===== src/rtl/ci_symbol_interleaver_pkg.sv =====
// Shared types and elaboration-time helpers for the CI symbol interleaver.
// Branch lengths are computed here so the top and the bench agree on geometry.
package ci_pkg;

   typedef enum logic {
      CI_INTERLEAVE   = 1'b0,
      CI_DEINTERLEAVE = 1'b1
   } ci_mode_e;

   // Interleave gives branch 0 the longest delay; deinterleave mirrors it.
   function automatic int branch_len(ci_mode_e mode, int i, int p, int d);
      return (mode == CI_INTERLEAVE) ? (p - 1 - i) * d : i * d;
   endfunction

   function automatic int clog2_min1(int n);
      return (n <= 2) ? 1 : $clog2(n);
   endfunction

endpackage


===== src/rtl/ci_symbol_interleaver_branch.sv =====
// One interleaver branch: a circular buffer of LEN symbols with fill tracking.
// Output reads as zero until the buffer has been written LEN times since reset.
module ci_branch_buf
   import ci_pkg::*;
#(
   parameter int SW  = 10,
   parameter int LEN = 0
) (
   input  logic          clk,
   input  logic          rst,
   input  logic          wr_en,
   input  logic [SW-1:0] wr_data,
   output logic [SW-1:0] rd_data,
   output logic          full
);

   generate
      if (LEN == 0) begin : g_bypass
         logic bypass_unused;
         assign bypass_unused = ^{clk, rst};
         assign rd_data       = wr_data;
         assign full          = 1'b1;
      end else begin : g_buf
         localparam int PW = clog2_min1(LEN);
         localparam int CW = clog2_min1(LEN + 1);
         localparam logic [PW-1:0] PTR_LAST = PW'(LEN - 1);
         localparam logic [CW-1:0] CNT_FULL = CW'(LEN);

         logic [SW-1:0] mem [LEN];
         logic [PW-1:0] ptr;
         logic [CW-1:0] cnt;

         // Storage is deliberately not reset; the fill counter masks stale data.
         always_ff @(posedge clk) begin
            if (wr_en) begin
               mem[ptr] <= wr_data;
            end
         end

         always_ff @(posedge clk) begin
            if (rst) begin
               ptr <= '0;
               cnt <= '0;
            end else if (wr_en) begin
               ptr <= (ptr == PTR_LAST) ? '0 : ptr + 1'b1;
               if (cnt != CNT_FULL) begin
                  cnt <= cnt + 1'b1;
               end
            end
         end

         assign full    = (cnt == CNT_FULL);
         assign rd_data = full ? mem[ptr] : '0;
      end
   endgenerate

endmodule


===== src/rtl/ci_symbol_interleaver.sv =====
// Symbol-wide convolutional interleaver/deinterleaver with valid/ready on both sides.
// A commutator spreads symbols over P circular-buffer branches into one output register.
module ci_symbol_interleaver
   import ci_pkg::*;
#(
   parameter int M    = 10,
   parameter int W    = 1,
   parameter int D    = 2,
   parameter int P    = 4,
   parameter int MODE = 0,
   localparam int SW  = M * W,
   localparam int BW  = clog2_min1(P)
) (
   input  logic          clk,
   input  logic          rst,
   input  logic [SW-1:0] in_data,
   input  logic          in_valid,
   output logic          in_ready,
   input  logic          in_sync,
   output logic [SW-1:0] out_data,
   output logic          out_valid,
   input  logic          out_ready,
   output logic [BW-1:0] out_branch,
   output logic          out_primed
);

   localparam ci_mode_e MODE_E = (MODE == 0) ? CI_INTERLEAVE : CI_DEINTERLEAVE;

   logic [BW-1:0] idx;
   logic [BW-1:0] branch_sel;
   logic [BW-1:0] idx_next;
   logic          accept;
   logic [SW-1:0] rd_data [P];
   logic [P-1:0]  full;
   logic [P-1:0]  wr_en;
   logic [P-1:0]  emitted;
   logic [P-1:0]  emitted_next;

   assign in_ready = !out_valid || out_ready;
   assign accept   = in_valid && in_ready;

   always_comb begin
      branch_sel = in_sync ? '0 : idx;
      idx_next   = (int'(branch_sel) == P - 1) ? '0 : branch_sel + 1'b1;
   end

   generate
      for (genvar b = 0; b < P; b++) begin : g_branch
         assign wr_en[b] = accept && (int'(branch_sel) == b);

         ci_branch_buf #(
            .SW  (SW),
            .LEN (branch_len(MODE_E, b, P, D))
         ) u_buf (
            .clk     (clk),
            .rst     (rst),
            .wr_en   (wr_en[b]),
            .wr_data (in_data),
            .rd_data (rd_data[b]),
            .full    (full[b])
         );
      end
   endgenerate

   // A branch counts as primed once it has emitted real (non-fill) data, so
   // out_primed rises together with the first non-fill symbol of the last branch.
   assign emitted_next = emitted | (wr_en & full);

   always_ff @(posedge clk) begin
      if (rst) begin
         idx        <= '0;
         out_valid  <= 1'b0;
         out_data   <= '0;
         out_branch <= '0;
         out_primed <= 1'b0;
         emitted    <= '0;
      end else if (accept) begin
         idx        <= idx_next;
         out_valid  <= 1'b1;
         out_data   <= rd_data[branch_sel];
         out_branch <= branch_sel;
         emitted    <= emitted_next;
         out_primed <= out_primed | (&emitted_next);
      end else if (out_ready) begin
         out_valid  <= 1'b0;
      end
   end

endmodule


===== config.mk =====
export PLATFORM = sky130hd
export DESIGN_NAME = ci_symbol_interleaver
export DESIGN_NICKNAME = d
export VERILOG_FILES = /design/src/rtl/ci_symbol_interleaver_pkg.sv /design/src/rtl/ci_symbol_interleaver_branch.sv /design/src/rtl/ci_symbol_interleaver.sv
export SDC_FILE = /design/constraint.sdc
export NUM_CORES = 1
export LEC_CHECK = 0
export CORE_MARGIN = 2
export CORE_UTILIZATION = 40
export CTS_CLUSTER_DIAMETER = 120
export DETAILED_ROUTE_END_ITERATION = 7
export DONT_BUFFER_PORTS = 1
export PLACE_DENSITY_LB_ADDON = 0.3
export REMOVE_ABC_BUFFERS = 1
export SYNTH_ARGS = -nofsm -noshare
export SYNTH_HDL_FRONTEND = slang
export SYNTH_SLANG_ARGS = --single-unit

===== constraint.sdc =====
create_clock -name clk -period 2.94 [get_ports clk]
set_input_delay 0.588 -clock clk [delete_from_list [all_inputs] [get_ports clk]]
set_output_delay 0.588 -clock clk [all_outputs]
set_load 0.03 [all_outputs]

* Word-level counts from Yosys, hierarchy flattened *
Memories as Yosys holds them, arrays and structs flattened. A register that Yosys moved wholly into a read port is not among the register bits.
Index checks and enable logic that the tools add are counted.
W data, S select, Z words.

word-level totals
  memories kept = 3
  memory bits (writable) = 120
  input port bits = 15
  logic and storage cells = 76
  register bits = 34

memory list
  memory                       depth  width  read ports  clocked after memory_dff  wr ports  RTL line                            source
  g_branch[0].u_buf.g_buf.mem  6      10     1           1                         1         ci_symbol_interleaver_branch.sv:29  logic [SW-1:0] mem [LEN];
  g_branch[1].u_buf.g_buf.mem  4      10     1           1                         1         ci_symbol_interleaver_branch.sv:29
  g_branch[2].u_buf.g_buf.mem  2      10     1           1                         1         ci_symbol_interleaver_branch.sv:29

cells by class
  order comparisons = 1
  reduce and logical (&&, ||, !) cells = 13
  mux-type cells = 25
  equal/unequal tests = 11
  bitwise operators = 4
  add/subtract/negate cells = 7

operator list
  cell                   count
  $mux W10               5
  $bmux W10 S2           1
  $mux W1                11
  $mux W2                5
  $add A3 B1 Y3 const B  3
  $eq A3 B3 Y1 const B   3
  $mux W3                3
  $eq A2 B2 Y1 const B   4
  $add A2 B1 Y2 const B  3
  $ne A3 B3 Y1 const B   2
  $reduce_and A2 Y1      3
  $logic_and A1 B1 Y1    5
  $and A4 B4 Y4          1
  $or A4 B4 Y4           1
  $reduce_and A4 Y1      1
  $ge A3 B3 Y1 const B   1
  $not A2 Y3             1
  $eq A2 B1 Y1 const B   1
  $logic_not A2 Y1       1
  $ne A2 B2 Y1 const B   1
  $reduce_bool A2 Y1     1
  $add A1 B1 Y1 const B  1
  $logic_not A1 Y1       1
  $logic_or A1 B1 Y1     1
  $or A1 B1 Y1           1

* Depth between registers and ports, before layout *
  depth after elaboration = 8
  gate-level depth with buffers = 8
  mapped depth without buffers = 6

* Cells and area by module *
From an unflattened synthesis, not the netlist that was laid out.

unflattened totals
  cells, all modules = 475
  area total of the unflattened synthesis = 6959.2 sq um

modules (own cells, without submodules)
  module                             cells each  seq. area each (sq um)  area an instance (sq um)  instances
  ci_branch_buf (g_branch[0].u_buf)  156         1981.9                  2693.8                    1
  ci_branch_buf (g_branch[1].u_buf)  112         1341.3                  1885.6                    1
  ci_symbol_interleaver              134         400.4                   1301.2                    1
  ci_branch_buf (g_branch[2].u_buf)  61          680.7                   992.2                     1
  ci_branch_buf (g_branch[3].u_buf)  12          0.0                     86.3                      1

* Least setup slack after synthesis *
No wires, ideal clock.

  kind = input -> register
  start point = in in_sync
  end point = mem g_branch[0].u_buf.g_buf.mem[4][0] (enable)
  stages = 6
  library setup time = 0.407 ns
  setup slack = -0.017 ns
  arrival time = 2.550 ns
  path through = and2b_1 -> inv_2 -> buf_2 -> ha_1 -> nand3_1 -> nor4b_1

between the ends
  longest elaborated chain between the ends = 5

RTL lines
  what                           RTL line                            source
  start: declaration             ci_symbol_interleaver.sv:19         input logic in_sync,
  $mux W2                        ci_symbol_interleaver.sv:43         branch_sel = in_sync ? '0 : idx;
  $logic_not A2 Y1               ci_symbol_interleaver.sv:49         assign wr_en[b] = accept && (int'(branch_sel) == b);
  $logic_and A1 B1 Y1            ci_symbol_interleaver.sv:49
  $mux W1                        ci_symbol_interleaver_branch.sv:35  if (wr_en) begin
  $mux W1 (not written as such)  ci_symbol_interleaver_branch.sv:36  mem[ptr] <= wr_data;
  end: declaration               ci_symbol_interleaver_branch.sv:29

Every way passes these cells.

* Worst setup path in the final report *
  start point = reg idx[0]
  end point = mem g_branch[0].u_buf.g_buf.mem[1][0] (enable)

between the ends
  longest elaborated chain between the ends = 5

RTL lines
  what                           RTL line                            source
  start: declaration             ci_symbol_interleaver.sv:29         logic [BW-1:0] idx;
  start signal: assignment       ci_symbol_interleaver.sv:78         idx <= idx_next;
  $mux W2                        ci_symbol_interleaver.sv:43
  $logic_not A2 Y1               ci_symbol_interleaver.sv:49
  $logic_and A1 B1 Y1            ci_symbol_interleaver.sv:49
  $mux W1                        ci_symbol_interleaver_branch.sv:35
  $mux W1 (not written as such)  ci_symbol_interleaver_branch.sv:36

Every way passes these cells.

==> out/metrics.yaml <==
outcome: "complete, no violations"
cts_buffers: 17
critPathRequiredTime_ns: 3.02
routedWlPerCell_um: 19.5
grt-ovfl-total: 0
routabilityCongestion: 0.771
rsz0062_at_grt: "no"
regArea_um2: 4400
cts_setup_buffers: 0
synth_seq_area_share_pct: 69.9
nFillCells: 1327
timing.slew.headroom_pct: 47.3
die-area_um2: 16800
synth_top_cell_by_area: "edfxtp_1"
critical_path.max_fanout: 16
hold_viol_final: 0
worst_clock_skew_ns: 0.00602
vias: 3376
worstSetupPathType: "register to register"
crit_slowest_cell: "dfxtp_1"
grt_pass1_vias: 3444
syn2layout_area_growth_pct: 12.9
min_path_type: "input pin to register"
tightest_slew_ns: 0.788
synth_ff_type: "edfxtp_1"
dr.pass1.iters: 4
fp.dieH_um: 129
fmax_mhz: 437
p_per_area_nw_per_um2: 691
drtIter0Drc: 302
vias_per_cell: 5.28
setup_viol: 0
hpwlAfterDp_um: 8400
place_inst: 607
cts-root-buf: "clkbuf_16"
yosys_warnings: 0
slew_violations: 0
nets: 442
clockBufferDepth: 2
setup_ws_ns: 0.652
power_leakage_nw: 2.28
p_total_mw: 4.91
grt_max_degree: 28
ys_async_sr_fraction_pct: 0
cts.sinks: 160
clkTransAtPathRegs_ns: 0.06
multi_input_area_um2: 1740
io_buffers: 0
synth_area_leaders: "edfxtp_1, dfxtp_1, mux4_2, ha_1, a21oi_1"
min_period_ns: 2.29
synth_top_area_share_pct: 57.2
critPathMaxStageDelay_ns: 0.49
remaining_drc_errors: 0
post-route-period-util_pct: 77.8
synth_seq_cells: 160
wirelength_um: 12400
yosysUniqueCellTypes: 45
end_kind: "register"
diodes: 0
antenna_left: 0
io_pins: 30
synthTopCellsByCount: "edfxtp_1, dfxtp_1, nor2_1"
netlist_instances: 410
syn_avg_cell_area_um2: 15.4
final_layout_size_suffix_gt1_share_pct: 15.7
core-area_um2: 15300
drv_cap: 0
num_rows: 45
cts_resized: 0
cp.arrival_ns: 2.37
cts_hold_buf: 0
h-tree-depth: 4
timing.setup.tns_ns: 0
start_util_pct: 41.1
synth_area_um2: 6300
cts_tree: "done"
synth-edff-count: 120
clkLatencyLatePin_ns: 0.42
antenna_found_initial: 0
vdd_drop_max_mv: 0.379
synth_most_common_cell: "edfxtp_1"
startpoint_type: "register"
place_ws_ns: 0.482
crit_chain: "nand2b_1 > ha_1 > nand4_1 > or3_1 > inv_1"
grtUsageTotal_pct: 15.8
whs_ns: 0.232
finalNonFillerCells: 639
die_w_um: 129
grt_pass1_wl_um: 19100
## report_power, final
group,internal (mW),switching (mW),leakage (nW)
registers,2.47,0.0336,1.41
logic,0.0786,0.110,0.598
clock network,1.36,0.858,0.278
## worst max-delay path: cells and delay by family, from the launching register on
kind | cells | cell delay (ns)
flip-flops | 1 | 0.49
AND/OR/NAND/NOR | 3 | 0.86
buffers and inverters | 1 | 0.31
adder cells (fa/ha/maj) | 1 | 0.28
## cells in the final DEF, fill, tap and decap left out, types with 5 or more instances in the layout
master | netlist | final
nor2_1 | 27 | 27
mux2_2 | 9 | 9
o22ai_1 | 19 | 19
clkinvlp_4 | 0 | 6
mux2_1 | 9 | 9
clkbuf_16 | 0 | 17
xnor2_1 | 5 | 5
o21ai_0 | 10 | 10
a21oi_1 | 24 | 24
nand2_1 | 10 | 10
inv_1 | 12 | 12
o32ai_1 | 10 | 10
buf_4 | 1 | 5
mux2i_1 | 12 | 12
and2_1 | 5 | 5
ha_1 | 12 | 12
edfxtp_1 | 120 | 120
nor3_1 | 6 | 6
dfxtp_1 | 40 | 40
mux4_2 | 11 | 11
a32o_1 | 10 | 10
## state kept, by name, indices dropped and copies added (netlist names), named ones only
signal                    count
g_branch.u_buf.g_buf.mem    120
out_data                     10
g_branch.u_buf.g_buf.cnt      8
g_branch.u_buf.g_buf.ptr      6
emitted                       4
idx                           2
out_branch                    2
out_primed                    1
out_valid                     1
## final cells by class
type | count | share of cell area, %
sequential | 160 | 62.0
inverter | 14 | 0.739
timing repair buffer | 5 | 0.528
multi-input combinational | 217 | 24.5
tap | 211 | 3.71
clock inverter | 13 | 2.29
clock buffer | 19 | 6.23
## layer usage
layer / up-vias / share of wire, % / track usage [%]
met3: 12 / 5.4 / 4.05
met4: 0 / 1.2 / 6.58
met1: 1693 / 43 / 20.2
li1: 1606 / - / -
met2: 65 / 50 / 25.9
met5: - / 0 / 0
## metrics by stage
step                      area (µm²)  utilization, %
after floorplan                 6190               -
after global placement          6500            42.5
after detailed placement        6500            42.5
after CTS                       7110            46.4
after global routing            7110            46.4
final                           7110            46.4
## cells by family (layout without fill, tap and decap cells)
kind of cell               after synthesis  count (layout)  synth area share (%)
AOI/OAI and AO/OA                       81              81                  8.56
and+or+nand+nor                         78              78                  6.78
xor gates and xnor gates                 5               5                 0.695
adders and majority gates               12              12                  2.38
DFF                                    160             160                  69.9
muxes                                   41              41                  9.06
buffers and inverters                   33              51                  2.58
## final timing paths
check | startpoint | to | slack [ns] | cells past startpoint
max | idx[0] | g_branch[0].u_buf.g_buf.mem[1][0] | 0.65 | 5
min | rst | out_valid | 0.23 | 1
max reg2reg | idx[0] | g_branch[0].u_buf.g_buf.mem[1][0] | 0.65 | 5
min reg2reg | g_branch[2].u_buf.g_buf.cnt[1] | g_branch[2].u_buf.g_buf.cnt[1] | 0.46 | 2
Power figures use the tool's default switching activity.
